$ cat config.mk
export PLATFORM = sky130hd
export DESIGN_NAME = coherent_average_ctrl
export DESIGN_NICKNAME = d
export VERILOG_FILES = /design/src/rtl/coherent_average_ctrl.sv
export SDC_FILE = /design/constraint.sdc
export NUM_CORES = 1
export LEC_CHECK = 0
export BUFFER_PORTS_ARGS = -buffer_cell sky130_fd_sc_hd__buf_2
export CAP_MARGIN = 20
export CORE_MARGIN = 5
export CORE_UTILIZATION = 40
export DETAILED_ROUTE_END_ITERATION = 8
export GPL_TIMING_DRIVEN = 0
export HOLD_SLACK_MARGIN = 0.12
export PLACE_DENSITY = 0.6
export SETUP_SLACK_MARGIN = 0.3
export SYNTH_ARGS = -nofsm -noshare
export SYNTH_HDL_FRONTEND = slang
export SYNTH_SLANG_ARGS = --single-unit
$ cat constraint.sdc
create_clock -name clk -period 4.9 [get_ports clk]
set_clock_uncertainty 0.15 [all_clocks]
set_input_delay 0 -clock clk [delete_from_list [all_inputs] [get_ports clk]]
set_output_delay 0 -clock clk [all_outputs]
set_load 0.005 [all_outputs]
$ cat src/rtl/coherent_average_ctrl.sv
// Coherent-average sequencer: aligns to the frame sync, walks the accumulator
// address over every point of every frame, then streams the averaged buffer out.
module coherent_average_ctrl #(
    parameter int POINTS_LOG2 = 7,
    parameter int FRAMES_LOG2 = 13,
    parameter int RESYNC      = 0
) (
    input  logic                   clk,
    input  logic                   reset_n,
    input  logic                   enable,
    input  logic                   in_valid,
    input  logic                   sync_in,
    input  logic                   out_ready,
    output logic                   busy,
    output logic                   done,
    output logic                   acc_we,
    output logic                   acc_first,
    output logic [POINTS_LOG2-1:0] acc_addr,
    output logic                   rd_en,
    output logic [POINTS_LOG2-1:0] rd_addr,
    output logic                   out_valid,
    output logic                   out_last,
    output logic [FRAMES_LOG2-1:0] frame_cnt,
    output logic                   sync_err
);

    localparam logic [POINTS_LOG2-1:0] LAST_POINT = '1;
    localparam logic [FRAMES_LOG2-1:0] LAST_FRAME = '1;
    localparam logic [POINTS_LOG2-1:0] PT_ONE     = POINTS_LOG2'(1);
    localparam logic [FRAMES_LOG2-1:0] FR_ONE     = FRAMES_LOG2'(1);
    localparam logic [POINTS_LOG2:0]   RD_ONE     = (POINTS_LOG2 + 1)'(1);

    typedef enum logic [2:0] {
        IDLE,
        WAIT_SYNC,
        ACCUM,
        READOUT,
        DONE
    } state_t;

    state_t                 state_q;
    logic                   en_q;
    logic                   en_prev_q;
    logic [POINTS_LOG2-1:0] point_cnt_q;
    logic [FRAMES_LOG2-1:0] frame_cnt_q;
    logic [POINTS_LOG2:0]   rd_cnt_q;
    logic                   sync_err_q;
    logic                   busy_q;
    logic                   done_q;
    logic                   acc_we_q;
    logic                   acc_first_q;
    logic [POINTS_LOG2-1:0] acc_addr_q;
    logic                   rd_en_q;
    logic [POINTS_LOG2-1:0] rd_addr_q;
    logic                   out_valid_q;
    logic                   out_last_q;

    logic en_rise;
    logic sample_ok;
    logic frame_end;
    logic last_frame;

    assign en_rise    = en_q && !en_prev_q;
    // The sync sample itself is point 0 of the frame, so it is accepted in WAIT_SYNC.
    assign sample_ok  = in_valid && ((state_q == ACCUM) || (state_q == WAIT_SYNC && sync_in));
    assign frame_end  = (point_cnt_q == LAST_POINT);
    assign last_frame = (frame_cnt_q == LAST_FRAME);

    // NOTE: sequential state uses non-blocking assignments only; the strobe
    // defaults at the top of the clocked branch make every strobe a one-cycle pulse.
    always_ff @(posedge clk or negedge reset_n) begin
        if (!reset_n) begin
            state_q     <= IDLE;
            en_q        <= 1'b0;
            en_prev_q   <= 1'b0;
            point_cnt_q <= '0;
            frame_cnt_q <= '0;
            rd_cnt_q    <= '0;
            sync_err_q  <= 1'b0;
            busy_q      <= 1'b0;
            done_q      <= 1'b0;
            acc_we_q    <= 1'b0;
            acc_first_q <= 1'b0;
            acc_addr_q  <= '0;
            rd_en_q     <= 1'b0;
            rd_addr_q   <= '0;
            out_valid_q <= 1'b0;
            out_last_q  <= 1'b0;
        end else begin
            en_q        <= enable;
            en_prev_q   <= en_q;
            acc_we_q    <= 1'b0;
            acc_first_q <= 1'b0;
            rd_en_q     <= 1'b0;
            out_valid_q <= 1'b0;
            out_last_q  <= 1'b0;

            case (state_q)
                IDLE: begin
                    if (en_rise) begin
                        point_cnt_q <= '0;
                        frame_cnt_q <= '0;
                        rd_cnt_q    <= '0;
                        sync_err_q  <= 1'b0;
                        busy_q      <= 1'b1;
                        state_q     <= WAIT_SYNC;
                    end
                end

                WAIT_SYNC, ACCUM: begin
                    if (!enable) begin
                        busy_q  <= 1'b0;
                        state_q <= IDLE;
                    end else if (sample_ok) begin
                        acc_we_q    <= 1'b1;
                        acc_addr_q  <= point_cnt_q;
                        acc_first_q <= (frame_cnt_q == '0);
                        point_cnt_q <= point_cnt_q + PT_ONE;
                        if (state_q == ACCUM && sync_in && point_cnt_q != '0) begin
                            sync_err_q <= 1'b1;
                        end
                        if (frame_end) begin
                            frame_cnt_q <= frame_cnt_q + FR_ONE;
                            if (last_frame) begin
                                rd_cnt_q <= '0;
                                state_q  <= READOUT;
                            end else if (RESYNC != 0) begin
                                state_q <= WAIT_SYNC;
                            end else begin
                                state_q <= ACCUM;
                            end
                        end else begin
                            state_q <= ACCUM;
                        end
                    end
                end

                READOUT: begin
                    if (!enable) begin
                        busy_q  <= 1'b0;
                        state_q <= IDLE;
                    end else begin
                        out_valid_q <= rd_en_q;
                        out_last_q  <= rd_en_q && (rd_addr_q == LAST_POINT);
                        // rd_cnt_q's top bit marks that every point has been issued.
                        if (out_last_q) begin
                            busy_q  <= 1'b0;
                            done_q  <= 1'b1;
                            state_q <= DONE;
                        end else if (out_ready && !rd_cnt_q[POINTS_LOG2]) begin
                            rd_en_q   <= 1'b1;
                            rd_addr_q <= rd_cnt_q[POINTS_LOG2-1:0];
                            rd_cnt_q  <= rd_cnt_q + RD_ONE;
                        end
                    end
                end

                DONE: begin
                    if (!enable) begin
                        done_q  <= 1'b0;
                        state_q <= IDLE;
                    end
                end

                default: begin
                    busy_q  <= 1'b0;
                    done_q  <= 1'b0;
                    state_q <= IDLE;
                end
            endcase
        end
    end

    assign busy      = busy_q;
    assign done      = done_q;
    assign acc_we    = acc_we_q;
    assign acc_first = acc_first_q;
    assign acc_addr  = acc_addr_q;
    assign rd_en     = rd_en_q;
    assign rd_addr   = rd_addr_q;
    assign out_valid = out_valid_q;
    assign out_last  = out_last_q;
    assign frame_cnt = frame_cnt_q;
    assign sync_err  = sync_err_q;

endmodule
==> reports/qor.yml, run 1 <==
clock_tree:
  h-tree-depth: 2
  tritoncts: "built"
  clockRootBuffer: "clkbuf_8"
  clock_sinks: 55
  numCtsBuffers: 5
  clk_latency_ns: 0.31
  clk_path_buf_depth: 2
  clkTransAtPathRegs_ns: 0.09
timing:
  max_freq_mhz: 441.3
  max-slew-margin-rel: 0.6613
  rsz0062_at_grt: "no"
  min_period_ns: 2.266
  final_hold_viol_count: 0
  hold_ws_ns: 0.1935
  setup_viol: 0
  worst_pin_slew_ns: 0.5080
  drv_slew: 0
  fin_crit_sh: 0.4625
  tns_ns: 0
drt:
  drt_iter0_markers: 94
  post-route-drc-count: 0
  viasPerCell: 5.423
  firstDrtPassIters: 4
  ant_nets: 0
  routed_wl_mm: 6.327
  vias: 2332
  wl_per_cell_um: 14.71
critical_path:
  reg2reg_from: "en_prev_q"
  cp-startpoint: "en_prev_q"
  r2r-end: "frame_cnt[12]"
  cp_data_arrival_time_ns: 2.35
  cp_max_fo: 8
  path_class: "flop to flop"
  max_stage_delay_ns: 0.45
  slowest_stage: "or4_1"
  cp_common_cell: "a21oi_1"
  start_kind: "flop"
  cp-end-kind: "flop"
  crit_end: "frame_cnt[12]"
  cp.required_ns: 4.99
  r2r_cells: 6
  rrSetupSlack_ns: 2.63
  path_cells: "nand2b_1 -> a21o_1 -> a21oi_1 -> nand2_2 -> or4_1 -> a21oi_1"
power_and_ir_drop:
  peakVddDrop_v: 0.0001382
  p_leak_nw: 1.558
  p_per_area_nw_per_um2: 349.8
logic_synthesis:
  yosysWarnings: 0
  yosysMostFrequentCell: "dfrtp_1"
  synth-seq-cells: 55
  synth.avg_cell_area_um2: 9.238
  syn_inst: 292
  synth.largest_area_cell: "dfrtp_1"
  ys_types: 45
  synthArstFlopShare: 1.000
  synth_common_cells: "dfrtp_1, nand2_1, nor2_1, nand3_1, o21ai_0"
  synth_nets: 303
  synth-main-ff-cell: "dfrtp_1"
  yosysTopAreaCellShare: 0.5102
  synth_area_um2: 2698
  ys_seq_area_frac: 0.5102
  yosys-top-cells-area: "dfrtp_1, nand2_1, nor2_1, nand3_1, o21ai_0"
  synth-edff-count: 0
die:
  die_area_um2: 8486
  die_h_um: 92.12
  num_io_pins: 41
  die_w_um: 92.12
  core_um2: 6681
  rows: 30
  initial_core_util: 0.4037
placed_design:
  gp_congestion: 0.9055
  dp_hpwl_mm: 4.660
  portBuffers: 40
  dpl-instance-area_um2: 3018
global_route:
  use_met2: 0.2561
  busiest_layer: "met2"
  grt_pass1_wl_mm: 11.24
  antenna_found_initial: 0
  grtUsageMet1: 0.2268
  grt_pass1_vias: 2301
  grt_max_degree: 35
  grtUsageMet3: 0.03199
  grt_usage: 0.1626
  gr-total-overflow: 0
job:
  cap_violations: 0
final_layout:
  num_antenna_cells: 0
  multiInputGateArea_um2: 1227
  nFillCells: 670
  postLayoutCellArea_um2: 3208
  area_delta_synth_final_pct: 18.92
  fin_nets: 360
  ff_latch_area_um2: 1376
  drive_above_1_share: 0.1914
min_path:
  hold_path_class: "input port to flop"
run_status:
  outcome: "complete, no violations"
worst max-delay path: cells and delay by family, from the launching register on:
| family | cells | cell delay (ns) |
|---|---|---|
| AO/OA/AOI/OAI | 3 | 0.79 |
| flip-flops | 1 | 0.36 |
| AND/OR/NAND/NOR | 3 | 0.89 |
per-layer routing:
metal | vias up | routed length, um
met4 | 0 | 74
met3 | 5 | 349
met1 | 1124 | 2906
met5 | - | 0
met2 | 64 | 2996
li1 | 1139 | -
flip-flops by register name (all words and copies together) (netlist names), 3 cells and up:
| signal | cells |
|---|---|
| frame_cnt | 13 |
| rd_cnt_q | 8 |
| acc_addr | 7 |
| point_cnt_q | 7 |
| rd_addr | 7 |
| state_q | 3 |
per-stage QoR:
stage	worst slack, ns	power [mW]	util	std cells
6_report	2.634	1.122	0.4802	430
5_1_grt	2.408	1.203	0.4802	430
4_1_cts	2.638	1.132	0.4779	429
3_5_place_dp	2.693	0.8615	0.4517	413
3_3_place_gp	2.671	0.8559	0.4487	412
2_1_floorplan	2.934	0.7534	-	292
how the worst min path moves through the flow:
stage	slack, ns	start	to	cells after the start
6_report	0.19	enable	en_q	2
5_1_grt	0.22	enable	en_q	2
4_1_cts	0.18	enable	en_q	2
3_5_place_dp	-0.15	reset_n	acc_addr[3]	1
3_3_place_gp	-0.03	enable	en_q	1
2_1_floorplan	-0.45	reset_n	acc_addr[0]	0
final cells by class:
type	instances	area share
Sequential cell	55	0.4290
Clock buffer	7	0.02691
Inverter	14	0.01638
Multi-Input combinational cell	214	0.3826
Timing Repair Buffer	50	0.09828
Buffer	9	0.01287
Clock inverter	1	0.002730
Tap cell	80	0.03120
cells in the final DEF (no fill, tap or decap), drive strengths merged, types with 5 or more instances in the layout:
| master | netlist | final |
|---|---|---|
| clkbuf | 5 | 12 |
| nor4 | 5 | 5 |
| inv | 13 | 13 |
| nor3 | 7 | 7 |
| o21ai | 20 | 20 |
| nand2 | 47 | 47 |
| dlygate4sd3 | 0 | 8 |
| mux2 | 8 | 8 |
| dfrtp | 55 | 55 |
| xor2 | 8 | 8 |
| nor2 | 32 | 32 |
| nand4 | 5 | 5 |
| ha | 5 | 5 |
| a21oi | 14 | 14 |
| buf | 4 | 46 |
| nand3 | 20 | 20 |
where the power goes:
group,switching (mW),total (mW),internal [mW]
sequential,0.0437,0.542,0.498
clock,0.145,0.261,0.116
combinational,0.198,0.319,0.121
total,0.387,1.12,0.735
repair_timing:
action | in CTS | in global routing
hold buffers | 8 | 0
resized for setup | 0 | 0
setup buffers | 0 | 0
endpoints found under the hold margin | 67 | 0
cell families after synthesis:
| logic type | synth area share |
|---|---|
| AOI/OAI and AO/OA | 0.1136 |
| xor gates and xnor gates | 0.02922 |
| adders and majority gates | 0.02319 |
| buffers and inverters | 0.03479 |
| DFF | 0.5102 |
| muxes | 0.03340 |
| and+or+nand+nor | 0.2556 |
No activity file was read; power rests on OpenSTA's default activity.
==> run 2: changes to the inputs <==
clock period = 2.1 ns   (was 4.9 ns; I/O delays follow)
==> run 2 against run 1 <==
Effect of this change:
- power grew to 2.9 times the previous value
- fmax grew 12%
- sequential cell count is the same
- sequential share of layout area shrank 6.3 points
- die area is the same
- largest cell class is now multi-input gates
==> reports/qor.yml, run 2 (synthesis results as in run 1) <==
timing:
  fin_crit_sh: 0.9630
  fin_ws_ns: 0.07766
  rsz0062_at_grt: "yes"
  setup_viol: 0
  max-slew-margin-rel: 0.6315
  max_freq_mhz: 494.5
  hold_ws_ns: 0.1417
  worst_pin_slew_ns: 0.5527
  final_hold_viol_count: 0
  min_period_ns: 2.022
  drv_slew: 0
min_path:
  hold_path_class: "input port to flop"
  hold_depth: 4
  min-delay-start: "enable"
  min_to: "done"
final_layout:
  multiInputGateArea_um2: 1494
  final_cell_mix: "dfrtp_1, nand2_1, buf_2"
  ff_latch_area_um2: 1380
  fin_nets: 391
  postLayoutCellArea_um2: 3766
  final_common_cell: "dfrtp_1"
  drive_above_1_share: 0.3911
  num_antenna_cells: 0
  largest_reg_flops: 13
  area_delta_synth_final_pct: 39.61
  nFillCells: 579
power_and_ir_drop:
  p_per_area_nw_per_um2: 857.7
  peakVddDrop_v: 0.0003912
  finalPower_mw: 3.230
  p_leak_nw: 1.792
placed_design:
  portBuffers: 40
  dpl-instance-area_um2: 3049
  gp_congestion: 0.8324
  dp_hpwl_mm: 4.804
  place_ws_ns: -0.1509
global_route:
  grt_pass1_vias: 2418
  gr-total-overflow: 0
  grt_pass1_wl_mm: 11.88
  grt_usage: 0.1737
  grt_max_degree: 33
  antenna_found_initial: 0
critical_path:
  cp-startpoint: "point_cnt_q[0]"
  r2r-end: "frame_cnt[12]"
  reg2reg_from: "point_cnt_q[0]"
  rrSetupSlack_ns: 0.08
  cp_data_arrival_time_ns: 2.11
  start_kind: "flop"
  cp_max_fo: 8
  path_class: "flop to flop"
  cp-end-kind: "flop"
  r2r_cells: 7
  cp.required_ns: 2.19
clock_tree:
  clk_latency_ns: 0.32
  h-tree-depth: 2
  numCtsBuffers: 5
  clkTransAtPathRegs_ns: 0.11
  tritoncts: "built"
  clk_path_buf_depth: 2
  clockRootBuffer: "clkbuf_8"
  clock_sinks: 55
run_status:
  outcome: "complete, no violations"
drt:
  ant_nets: 0
  viasPerCell: 5.449
  vias: 2512
  post-route-drc-count: 0
  drt_iter0_markers: 145
  routed_wl_mm: 7.396
  wl_per_cell_um: 16.04
  firstDrtPassIters: 4
die:
  die_area_um2: 8486
  die_h_um: 92.12
  rows: 30
  die_w_um: 92.12
  num_io_pins: 41
  core_um2: 6681
  initial_core_util: 0.4037
job:
  cap_violations: 0
## run 2: cell count changes in the layout (fill, tap and decap cells not counted), moves of 4 or more
cell / before / now
a21oi_1: 13 / 7
nor2_1: 32 / 25
buf_4: 1 / 29
clkbuf_1: 6 / 0
nor2_4: 0 / 4
buf_6: 0 / 10
a21oi_2: 1 / 5
nand3_1: 20 / 15
o21ai_0: 20 / 16
## run 2: cell type report
class	count	share of cell area
clock buffers	6	0.02193
well taps	80	0.02658
inverters	14	0.01462
multi-input cells	214	0.3967
repair buffers	81	0.1488
plain buffers	9	0.02060
clock inverters	2	0.004319
flip-flops and latches	55	0.3664
## run 2: routing by layer
layer,up-vias,part of all wire,global-route usage
li1,1197,-,-
met1,1229,0.43,0.2319
met2,73,0.50,0.2883
met3,13,0.058,0.04020
met4,0,0.015,0.03713
met5,-,0,0
## run 2: worst max-delay path by stage
stage / cells after the start / slack [ns] / endpoint
after detailed placement: 6 / -0.15 / frame_cnt[12]
after global routing: 7 / 0.02 / frame_cnt[12]
after global placement: 6 / -0.08 / frame_cnt[12]
after CTS: 7 / 0.09 / frame_cnt[12]
after floorplan: 7 / 0.16 / frame_cnt[12]
final: 7 / 0.08 / frame_cnt[12]
## run 2: where the power goes
part	leakage, nW	total [mW]	internal (mW)	switching, mW
Sequential	0.748	1.27	1.16	0.109
Clock	0.0474	0.644	0.270	0.373
Combinational	0.996	1.31	0.635	0.679
Total	1.79	3.23	2.07	1.16
## run 2: repair_timing
item,4_1_cts,5_1_grt
cloned,0,1
buffers inserted,23,9
hold buffers,7,0
endpoints found under the setup margin,41,45
resized for setup,43,41
endpoints found under the hold margin,66,0
pin swaps,11,11
## run 2: worst max-delay path: stages (launching register included)
cell and delay [ns]:
dfrtp_1 0.43, ha_4 0.17, nand3_2 0.06, or3_4 0.38
nand2_4 0.10, nand2_4 0.09, or4_4 0.43, a21oi_2 0.13
## run 2: metrics by stage
stage,utilization,std cells,TNS (ns)
2_1_floorplan,-,292,0
3_5_place_dp,0.4564,413,-0.4821
6_report,0.5637,461,0
3_3_place_gp,0.4534,412,-0.3331
4_1_cts,0.5335,451,0
5_1_grt,0.5637,461,0
